===== config.mk =====
export PLATFORM = sky130hd
export DESIGN_NAME = tdm_slot_master
export DESIGN_NICKNAME = d
export VERILOG_FILES = /design/src/rtl/tdm_slot_master_pkg.sv /design/src/rtl/tdm_req_fifo.sv /design/src/rtl/tdm_slot_master.sv
export SDC_FILE = /design/constraint.sdc
export NUM_CORES = 1
export LEC_CHECK = 0
export ABC_CLOCK_PERIOD_IN_PS = 2500
export CAP_MARGIN = 30
export CORE_ASPECT_RATIO = 0.8
export CORE_MARGIN = 5
export CORE_UTILIZATION = 49
export DETAILED_ROUTE_END_ITERATION = 16
export DONT_BUFFER_PORTS = 1
export HOLD_SLACK_MARGIN = 0.1
export PLACE_DENSITY = 0.76
export SYNTH_ARGS = -nofsm -noshare
export SYNTH_HDL_FRONTEND = slang
export SYNTH_SLANG_ARGS = --single-unit
export TNS_END_PERCENT = 10

===== constraint.sdc =====
create_clock -name clk -period 2.5 [get_ports clk]
set_clock_uncertainty 0.05 [all_clocks]
set_input_delay 0.625 -clock clk [delete_from_list [all_inputs] [get_ports clk]]
set_output_delay 0.625 -clock clk [all_outputs]
set_load 0.01 [all_outputs]

===== src/rtl/tdm_slot_master_pkg.sv =====
// Shared types and constants for the TDM slot master and its request FIFO.
package tdm_slot_master_pkg;

    localparam int SLOT_W     = 3;
    localparam int SLOT_N     = 8;
    localparam int DEF_ADDR_W = 8;
    localparam int DEF_DATA_W = 16;
    localparam int DEF_DEPTH  = 4;

    typedef enum logic {
        ST_IDLE  = 1'b0,
        ST_ISSUE = 1'b1
    } state_t;

    // Slot one cycle before `id`, modulo the rotation length.
    function automatic logic [SLOT_W-1:0] prev_slot(input int id);
        return SLOT_W'(id + SLOT_N - 1);
    endfunction

endpackage


===== src/rtl/tdm_req_fifo.sv =====
// Synchronous request FIFO with extra-MSB pointers for full/empty detection.
module tdm_req_fifo
    import tdm_slot_master_pkg::*;
#(
    parameter int W     = 25,
    parameter int DEPTH = DEF_DEPTH
) (
    input  logic         clk,
    input  logic         rst,
    input  logic         i_push,
    input  logic         i_pop,
    input  logic [W-1:0] i_din,
    output logic [W-1:0] o_dout,
    output logic         o_full,
    output logic         o_empty
);

    localparam int AW = $clog2(DEPTH);

    logic [AW:0]  r_wptr;
    logic [AW:0]  r_rptr;
    logic [W-1:0] r_mem [DEPTH];
    logic         w_full;
    logic         w_empty;
    logic         w_push;
    logic         w_pop;

    assign w_empty = (r_wptr == r_rptr);
    assign w_full  = (r_wptr[AW] != r_rptr[AW]) &&
                     (r_wptr[AW-1:0] == r_rptr[AW-1:0]);
    assign w_push  = i_push && !w_full;
    assign w_pop   = i_pop && !w_empty;

    always_ff @(posedge clk or negedge rst) begin
        if (!rst) begin
            r_wptr <= '0;
            r_rptr <= '0;
        end else begin
            if (w_push) r_wptr <= r_wptr + 1'b1;
            if (w_pop)  r_rptr <= r_rptr + 1'b1;
        end
    end

    always_ff @(posedge clk) begin
        if (w_push) r_mem[r_wptr[AW-1:0]] <= i_din;
    end

    assign o_dout  = r_mem[r_rptr[AW-1:0]];
    assign o_full  = w_full;
    assign o_empty = w_empty;

endmodule


===== src/rtl/tdm_slot_master.sv =====
// One bus master on a TDM schedule: queues requests and drives the bus in its own slot.
// Define TDM_RETRY_LIMIT_EN to drop a request after MAX_RETRY missed retries.
module tdm_slot_master
    import tdm_slot_master_pkg::*;
#(
    parameter int SLOT_ID   = 0,
    parameter int ADDR_W    = DEF_ADDR_W,
    parameter int DATA_W    = DEF_DATA_W,
    parameter int DEPTH     = DEF_DEPTH,
    parameter int MAX_RETRY = 3
) (
    input  logic              clk,
    input  logic              rst,
    input  logic [SLOT_W-1:0] slot,
    input  logic              req_valid,
    output logic              req_ready,
    input  logic              req_we,
    input  logic [ADDR_W-1:0] req_addr,
    input  logic [DATA_W-1:0] req_wdata,
    output logic              bus_req,
    output logic              bus_we,
    output logic [ADDR_W-1:0] bus_addr,
    output logic [DATA_W-1:0] bus_wdata,
    input  logic              bus_ack,
    input  logic [DATA_W-1:0] bus_rdata,
    output logic              rsp_valid,
    output logic              rsp_we,
    output logic [DATA_W-1:0] rsp_rdata,
    output logic              rsp_err
);

    localparam int ENT_W = 1 + ADDR_W + DATA_W;
    localparam logic [SLOT_W-1:0] ARM_SLOT = prev_slot(SLOT_ID);

    if (SLOT_ID < 0 || SLOT_ID >= SLOT_N || MAX_RETRY < 1 || DEPTH < 2)
    begin : g_bad_param
        $error("tdm_slot_master: illegal parameter value");
    end

    state_t            r_state;
    state_t            w_state_nxt;
    logic              w_full;
    logic              w_empty;
    logic              w_push;
    logic              w_pop;
    logic              w_arm;
    logic              w_done;
    logic              w_drop;
    logic [ENT_W-1:0]  w_head;
    logic              w_head_we;
    logic [ADDR_W-1:0] w_head_addr;
    logic [DATA_W-1:0] w_head_wdata;

    logic              r_bus_req;
    logic              r_bus_we;
    logic [ADDR_W-1:0] r_bus_addr;
    logic [DATA_W-1:0] r_bus_wdata;
    logic              r_rsp_valid;
    logic              r_rsp_we;
    logic [DATA_W-1:0] r_rsp_rdata;

    assign w_push = req_valid && !w_full;
    assign w_pop  = w_done || w_drop;

    tdm_req_fifo #(
        .W     (ENT_W),
        .DEPTH (DEPTH)
    ) u_fifo (
        .clk     (clk),
        .rst     (rst),
        .i_push  (w_push),
        .i_pop   (w_pop),
        .i_din   ({req_we, req_addr, req_wdata}),
        .o_dout  (w_head),
        .o_full  (w_full),
        .o_empty (w_empty)
    );

    assign w_head_we    = w_head[ENT_W-1];
    assign w_head_addr  = w_head[ENT_W-2 -: ADDR_W];
    assign w_head_wdata = w_head[DATA_W-1:0];

`ifdef TDM_RETRY_LIMIT_EN
    localparam int RETRY_W = $clog2(MAX_RETRY + 1);

    logic [RETRY_W-1:0] r_retry;
    logic               r_rsp_err;

    always_ff @(posedge clk or negedge rst) begin
        if (!rst) begin
            r_retry <= '0;
        end else if (w_pop) begin
            r_retry <= '0;
        end else if (r_state == ST_ISSUE) begin
            r_retry <= r_retry + RETRY_W'(1);
        end
    end

    always_ff @(posedge clk or negedge rst) begin
        if (!rst) r_rsp_err <= 1'b0;
        else      r_rsp_err <= w_drop;
    end

    assign rsp_err = r_rsp_err;
`else
    assign rsp_err = 1'b0;
`endif

    always_comb begin
        w_state_nxt = r_state;
        w_arm       = 1'b0;
        w_done      = 1'b0;
        w_drop      = 1'b0;
        unique case (r_state)
            ST_IDLE: begin
                if (!w_empty && slot == ARM_SLOT) begin
                    w_state_nxt = ST_ISSUE;
                    w_arm       = 1'b1;
                end
            end
            ST_ISSUE: begin
                w_state_nxt = ST_IDLE;
                if (bus_ack) begin
                    w_done = 1'b1;
                end
`ifdef TDM_RETRY_LIMIT_EN
                else if (r_retry == RETRY_W'(MAX_RETRY)) begin
                    w_drop = 1'b1;
                end
`endif
            end
            default: w_state_nxt = ST_IDLE;
        endcase
    end

    always_ff @(posedge clk or negedge rst) begin
        if (!rst) r_state <= ST_IDLE;
        else      r_state <= w_state_nxt;
    end

    // Bus fields are loaded one cycle early so they appear exactly in the own slot.
    always_ff @(posedge clk or negedge rst) begin
        if (!rst) begin
            r_bus_req   <= 1'b0;
            r_bus_we    <= 1'b0;
            r_bus_addr  <= '0;
            r_bus_wdata <= '0;
        end else begin
            r_bus_req   <= w_arm;
            r_bus_we    <= w_arm && w_head_we;
            r_bus_addr  <= w_arm ? w_head_addr : '0;
            r_bus_wdata <= w_arm ? w_head_wdata : '0;
        end
    end

    always_ff @(posedge clk or negedge rst) begin
        if (!rst) begin
            r_rsp_valid <= 1'b0;
            r_rsp_we    <= 1'b0;
            r_rsp_rdata <= '0;
        end else begin
            r_rsp_valid <= w_pop;
            r_rsp_we    <= w_pop && r_bus_we;
            r_rsp_rdata <= (w_done && !r_bus_we) ? bus_rdata : '0;
        end
    end

    assign req_ready = !w_full;
    assign bus_req   = r_bus_req;
    assign bus_we    = r_bus_we;
    assign bus_addr  = r_bus_addr;
    assign bus_wdata = r_bus_wdata;
    assign rsp_valid = r_rsp_valid;
    assign rsp_we    = r_rsp_we;
    assign rsp_rdata = r_rsp_rdata;

endmodule

Word-level counts from Yosys, hierarchy flattened
Memory sizes are Yosys's and may differ from the RTL's.
Index checks and enable logic that the tools add are counted.
{ "totals": {"regBits": 51, "in_bits": 48, "memories": 1, "word_cells": 39, "ramBits": 100, "out_inout_bits": 46} }
{ "op_classes": {"eq_ne": 4, "n_reduce_logical": 11, "bitwise": 1, "addsub": 2, "muxes": 10} }
{ "mem_list": {"columns": ["memory", "words", "width", "rd", "rd_clocked_by_memory_dff", "wr", "line", "source"], "rows": [
  ["u_fifo.r_mem", 4, 25, 1, 0, 1, "tdm_req_fifo.sv:22", "logic [W-1:0] r_mem [DEPTH];"]
]} }
{ "op_table": {"columns": ["op", "n"], "rows": [
  ["2-to-1 mux 16 bit", 2],
  ["logical AND 1 bit", 8],
  ["2-to-1 mux 8 bit", 1],
  ["adder 3 x 1 -> 3 bit (second input constant)", 2],
  ["2-to-1 mux 1 bit", 6],
  ["== test 3 bit", 1],
  ["== test 3 bit (second input constant)", 1],
  ["zero test 1 bit", 3],
  ["== test 2 bit", 1],
  ["one-hot mux 1 bit (2 select lines)", 1],
  ["inequality test 1 bit", 1],
  ["inverter 1 bit", 1]
]} }

Logic depth before layout (Yosys ltp)
{ "depth": {"depth_word": 7, "mapped_depth": 5, "mapped_depth_nobuf": 5} }

Hierarchy
A second synthesis with hierarchy kept.
{ "unflattened": {"hier_cells": 279, "area_unflattened_um2": 5726.7} }
{ "by_module_without_submodules": {"columns": ["module", "seq_area_each_um2", "area_each_um2", "n_inst", "cells_per_inst"], "rows": [
  ["tdm_req_fifo", 3153.0, 4129.0, 1, 179],
  ["tdm_slot_master", 1101.1, 1597.8, 1, 100]
]} }

Worst setup path before layout
Ideal clock, no wire load.
{ "synth_path": {"path_kind": "register to register", "from": "register u_fifo.r_rptr[0]", "to": "memory u_fifo.r_mem[3][0], enable pin", "setup_ps": 426, "arrival_time_ps": 2253, "slack_ps": -229, "n_path_buf": 1, "synth_period_minus_slack_ps": 2729, "stages_incl_launch_ff": 4, "required_time_ps": 2024, "path_cell_list": "dfrtp_1 buf_6 xnor2_2 a31oi_1"} }
{ "synth_between": {"elab_chain_cells": 7} }
{ "synth_rtl": {"columns": ["item", "line", "source"], "rows": [
  ["from (decl)", "tdm_req_fifo.sv:21", "logic [AW:0] r_rptr;"],
  ["from (signal assigned)", "tdm_req_fifo.sv:40", "if (w_pop) r_rptr <= r_rptr + 1'b1;"],
  ["== test 2 bit (*)", "tdm_req_fifo.sv:30", "(r_wptr[AW-1:0] == r_rptr[AW-1:0]);"],
  ["logical AND 1 bit (*)", "tdm_req_fifo.sv:29", "assign w_full = (r_wptr[AW] != r_rptr[AW]) &&"],
  ["zero test 1 bit (*)", "tdm_req_fifo.sv:31, tdm_slot_master.sv:62", null],
  ["logical AND 1 bit", "tdm_slot_master.sv:62", "assign w_push = req_valid && !w_full;"],
  ["logical AND 1 bit (*)", "tdm_req_fifo.sv:31", "assign w_push = i_push && !w_full;"],
  ["2-to-1 mux 1 bit (*)", "tdm_req_fifo.sv:45", "if (w_push) r_mem[r_wptr[AW-1:0]] <= i_din;"],
  ["2-to-1 mux 1 bit (not written as such) (*)", "tdm_req_fifo.sv:45", null],
  ["to (decl)", "tdm_req_fifo.sv:22", null]
]} }
Mark *: on every way between the ends. The rest lies on a longest branch, timed or not.

Worst setup path in the final report
{ "layout_path": {"from": "register u_fifo.r_wptr[0]", "to": "output port req_ready"} }
{ "layout_between": {"elab_chain_cells": 3} }
{ "layout_rtl": {"columns": ["item", "line", "source"], "rows": [
  ["from (decl)", "tdm_req_fifo.sv:20", "logic [AW:0] r_wptr;"],
  ["from (signal assigned)", "tdm_req_fifo.sv:39", "if (w_push) r_wptr <= r_wptr + 1'b1;"],
  ["== test 2 bit", "tdm_req_fifo.sv:30", null],
  ["logical AND 1 bit", "tdm_req_fifo.sv:29", null],
  ["zero test 1 bit", "tdm_slot_master.sv:168", "assign req_ready = !w_full;"],
  ["to (decl)", "tdm_slot_master.sv:16", "output logic req_ready,"]
]} }
No other way between the ends.

==> tab_implementation.tex <==
\begin{tabular}{lr}
\hline
Metric & Value \\
\hline
\multicolumn{2}{l}{\textbf{Outcome}} \\
Status & finished clean \\
\multicolumn{2}{l}{\textbf{Yosys}} \\
Synth Register Bits & 150 \\
Average footprint of a synthesized cell & slightly above 20 um2 \\
Main combinational cell family by area after synthesis & multiplexers \\
Post-synthesis async set-or-reset flop share & 0.333 \\
Fraction of the mapped netlist area in compound gates & 0.0150 \\
Cell area after synthesis & between 5000 and 6000 um2 \\
Synthesized-area fraction occupied by and/or/nand/nor cells & 0.0618 \\
Proportion of synthesized chip area in sequential cells & 0.772 \\
Predominant post-synthesis flop cell & sky130\_fd\_sc\_hd\_\_edfxtp\_1 \\
Synthesized instance count & approximately 270 \\
Count of synthesis-stage warnings from yosys & 0 \\
Fraction of synthesized cell area in xor and xnor cells & 0.0157 \\
Number of enable-type register cells in the synthesized netlist & 100 \\
Adder-cell share of the synthesized area & 0.0114 \\
Post-synthesis mux area share & 0.104 \\
Number of nets produced by synthesis & between 300 and 400 \\
Distinct cell type count of the synthesized netlist & 32 \\
\multicolumn{2}{l}{\textbf{Setup path}} \\
Depth of the critical timing path with buffers and inverters included & 2 \\
Endpoint type of the worst setup path & output pin \\
Worst R2R Path Depth & 4 \\
Worst path bufs/invs & 0 \\
Data arrival time at the worst-slack endpoint & 1560 ps \\
Worst reg2reg path endpoint & u\_fifo.r\_mem[0][1]\$\_DFFE\_PP\_ \\
CP startpoint & u\_fifo.r\_wptr[0]\$\_DFFE\_PN0P\_ \\
Worst reg2reg path startpoint & u\_fifo.r\_wptr[0]\$\_DFFE\_PN0P\_ \\
CP max FO & 8 \\
Delay of the slowest cell on the worst path & $\sim$460 ps \\
Category of the worst setup path launch point & flip-flop \\
Critical path class & reg -> out \\
Critical path's slowest cell & sky130\_fd\_sc\_hd\_\_dfrtp\_1 \\
Crit-path cells & xnor2\_2 > nand3\_1 \\
R2r setup slk & around 480 ps \\
Kind of cell with the highest combined delay on the critical path & flip-flops \\
Required @ worst endpoint & 1820 ps \\
\multicolumn{2}{l}{\textbf{Drt}} \\
Final wirelength & 9810 um \\
Number of DRC markers in iteration 0 & 211 \\
Detailed-router iteration count before antenna repair & 4 \\
Via density per instance & 5.48 \\
Vias after detailed routing & between 2000 and 2500 \\
Antenna-violating nets left & 0 \\
WL/cell & 22.0 um \\
Remaining DRCs & 0 \\
\multicolumn{2}{l}{\textbf{Power and ir drop}} \\
Switching power of the nets & a little under 2 mW \\
Power per cell area & about 1200 nW/um2 \\
Tot Pwr & 7.31 mW \\
Combinational cell fraction of total power & 0.206 \\
Switching power share of the total & 0.266 \\
Clock power frac & 0.343 \\
Leak & approximately 2.4 nW \\
Worst IR drop on VDD & just over 0.5 mV \\
Sequential share of power & 0.451 \\
Internal power & around 5.4 mW \\
\multicolumn{2}{l}{\textbf{Worst hold path}} \\
Worst hold path class & in -> reg \\
Start point of the worst hold path & req\_wdata[3] \\
Hold Path End & u\_fifo.r\_mem[1][3]\$\_DFFE\_PP\_ \\
Hold Path Depth & 0 \\
\multicolumn{2}{l}{\textbf{Global route}} \\
Maximum number of pins on one net before global-route repair & between 50 and 60 \\
Number of global-route vias before repair & between 2000 and 3000 \\
Wire length of the first global-routing pass & about 15000 um \\
Number of antenna violations at the first check in global routing & 0 \\
Aggregate global routing overflow & 0 \\
Gr usage total & 0.157 \\
\multicolumn{2}{l}{\textbf{Run}} \\
Max-cap violation count & 0 \\
\multicolumn{2}{l}{\textbf{Finish}} \\
Synthesis-to-finish area growth & 14.6\% \\
Final antenna diode count & 0 \\
Share of cells above drive strength 1 & 0.225 \\
Layout net count & roughly 340 \\
Post-route cell area & about 6300 um2 \\
\multicolumn{2}{l}{\textbf{Clocking}} \\
Post-cts hold buffer count & 2 \\
Clock Sinks & 150 \\
H-tree levels & 4 \\
TritonCTS clock tree & done \\
Post-cts sizing count & 0 \\
CTS Buf Count & 17 \\
Maximum count of clock buffers along a single path & 2 \\
CTS clk-pin slew, worst paths & 60 ps \\
Post-CTS setup buffer count & 0 \\
Clock latency at the later pin of the worst-skew pair & around 420 ps \\
Clock root buffer & sky130\_fd\_sc\_hd\_\_clkbuf\_16 \\
\multicolumn{2}{l}{\textbf{STA}} \\
Highest achievable clock rate & roughly 450 MHz \\
RSZ-0062 raised after global routing & no \\
Setup violations, final & 0 \\
Transition time at the pin with the least slew margin & $\sim$710 ps \\
Time the final worst path needs with I/O delays and setup & between 2000 and 2500 ps \\
Slew HR & 0.526 \\
Post-route worst hold slack & approximately 250 ps \\
Sum of negative setup slack & 0 ps \\
Max-slew violation count & 0 \\
Number of hold violations in the final report & 0 \\
Share of the clock period used by the worst path & 0.894 \\
\multicolumn{2}{l}{\textbf{Die}} \\
Area of the die & 13500 um2 \\
Die width & $\sim$130 um \\
Effective utilization at floorplan & 0.504 \\
Vertical die dimension & between 100 and 150 um \\
Area inside the core boundary & roughly 11000 um2 \\
Number of I/O pins & 94 \\
Cell row count & 34 \\
\multicolumn{2}{l}{\textbf{Placed design}} \\
DPL Wire Length & $\sim$5700 um \\
Port Buffers & 0 \\
Standard cell area after detailed placement & around 5700 um2 \\
Placer Congestion & roughly 0.76 \\
\hline
\end{tabular}
synthesized netlist by cell type (2+ instances only):
cell type	instances	area share
sky130_fd_sc_hd__nand3_1	2	0.0018
sky130_fd_sc_hd__a31oi_1	5	0.0057
sky130_fd_sc_hd__a21oi_1	2	0.0018
sky130_fd_sc_hd__nor2b_2	4	0.0064
sky130_fd_sc_hd__buf_6	5	0.010
sky130_fd_sc_hd__inv_1	6	0.0041
sky130_fd_sc_hd__and2_1	19	0.022
sky130_fd_sc_hd__mux4_2	22	0.090
sky130_fd_sc_hd__nor2b_1	20	0.023
sky130_fd_sc_hd__nand2_1	2	0.0014
sky130_fd_sc_hd__xor2_1	5	0.0079
sky130_fd_sc_hd__xnor2_1	3	0.0048
sky130_fd_sc_hd__buf_2	3	0.0027
sky130_fd_sc_hd__ha_1	5	0.011
sky130_fd_sc_hd__dfrtp_1	50	0.23
sky130_fd_sc_hd__mux4_1	3	0.014
sky130_fd_sc_hd__edfxtp_1	100	0.55
power groups by stage:
stage	Clock [mW]	Sequential, mW	Combinational [mW]
6_report	2.51	3.29	1.51
5_1_grt	2.68	3.33	1.65
4_1_cts	2.55	3.30	1.54
3_5_place_dp	0	3.34	1.49
3_3_place_gp	0	3.32	1.46
2_1_floorplan	0	3.29	1.22
worst register-to-register path: stages, from the launching register on:
cell and delay, ps:
sky130_fd_sc_hd__dfrtp_1 460, sky130_fd_sc_hd__xnor2_2 260, sky130_fd_sc_hd__a31oi_1 360, sky130_fd_sc_hd__and2_1 180, sky130_fd_sc_hd__buf_4 360
through the flow:
step | setup slack, ps | util | std cells
3_5_place_dp | 478 | 0.519 | 412
3_3_place_gp | 557 | 0.519 | 412
6_report | 264 | 0.577 | 446
5_1_grt | 132 | 0.577 | 446
4_1_cts | 242 | 0.577 | 446
2_1_floorplan | 356 | - | 271
placed cells by master (no fill, tap or decap), types with 2 or more instances in the layout:
cell type / netlist / final
sky130_fd_sc_hd__clkbuf_1: 1 / 2
sky130_fd_sc_hd__clkbuf_16: 0 / 21
sky130_fd_sc_hd__nand3_1: 2 / 2
sky130_fd_sc_hd__dfrtp_1: 50 / 49
sky130_fd_sc_hd__mux4_2: 22 / 22
sky130_fd_sc_hd__ha_1: 5 / 5
sky130_fd_sc_hd__mux4_1: 3 / 3
sky130_fd_sc_hd__xor2_1: 5 / 5
sky130_fd_sc_hd__clkinv_2: 0 / 2
sky130_fd_sc_hd__nand2_1: 2 / 2
sky130_fd_sc_hd__edfxtp_1: 100 / 100
sky130_fd_sc_hd__a21oi_1: 2 / 2
sky130_fd_sc_hd__nor2b_1: 20 / 20
sky130_fd_sc_hd__xnor2_1: 3 / 3
sky130_fd_sc_hd__nor2b_2: 4 / 4
sky130_fd_sc_hd__inv_1: 6 / 6
sky130_fd_sc_hd__inv_4: 0 / 4
sky130_fd_sc_hd__buf_4: 1 / 7
sky130_fd_sc_hd__a31oi_1: 5 / 4
sky130_fd_sc_hd__and2_1: 19 / 19
cell families (layout without fill, tap and decap cells):
family	Yosys count	in the layout
xor gates and xnor gates	9	9
and+or+nand+nor	54	54
other	1	1
AOI/OAI and AO/OA	11	11
DFF	150	150
buffers and inverters	16	47
muxes	25	25
adders and majority gates	5	5
sequential cells by signal, indices dropped and copies added (netlist names):
register and count:
rsp_valid 1, bus_wdata 16, bus_addr 8, rsp_we 1
u_fifo.r_wptr 3, rsp_rdata 16, u_fifo.r_rptr 3, u_fifo.r_mem 100
bus_req 1, bus_we 1
how the worst max path moves through the flow:
stage	slack, ps	endpoint
floorplan	360	u_fifo.r_mem[0][0]$_DFFE_PP_
global placement	560	u_fifo.r_mem[2][3]$_DFFE_PP_
detailed placement	480	u_fifo.r_mem[0][22]$_DFFE_PP_
CTS	240	req_ready
global route	130	req_ready
finish	260	req_ready
layout make-up:
| type | instances | area, um2 |
|---|---|---|
| clock buffers | 24 | 547 |
| clock inverters | 8 | 52.6 |
| fillers | 790 | 4620 |
| inverters | 6 | 22.5 |
| multi-input cells | 105 | 1160 |
| flip-flops and latches | 150 | 4260 |
| well taps | 144 | 180 |
| repair buffers | 9 | 90.1 |
per-layer routing:
metal	vias to the layer above	GRT usage	share of wire
li1	1060	-	-
met1	1272	0.186	0.39
met2	98	0.243	0.50
met3	15	0.0745	0.096
met4	0	0.0735	0.019
met5	-	0	0
(Power assumes the default switching activity.)
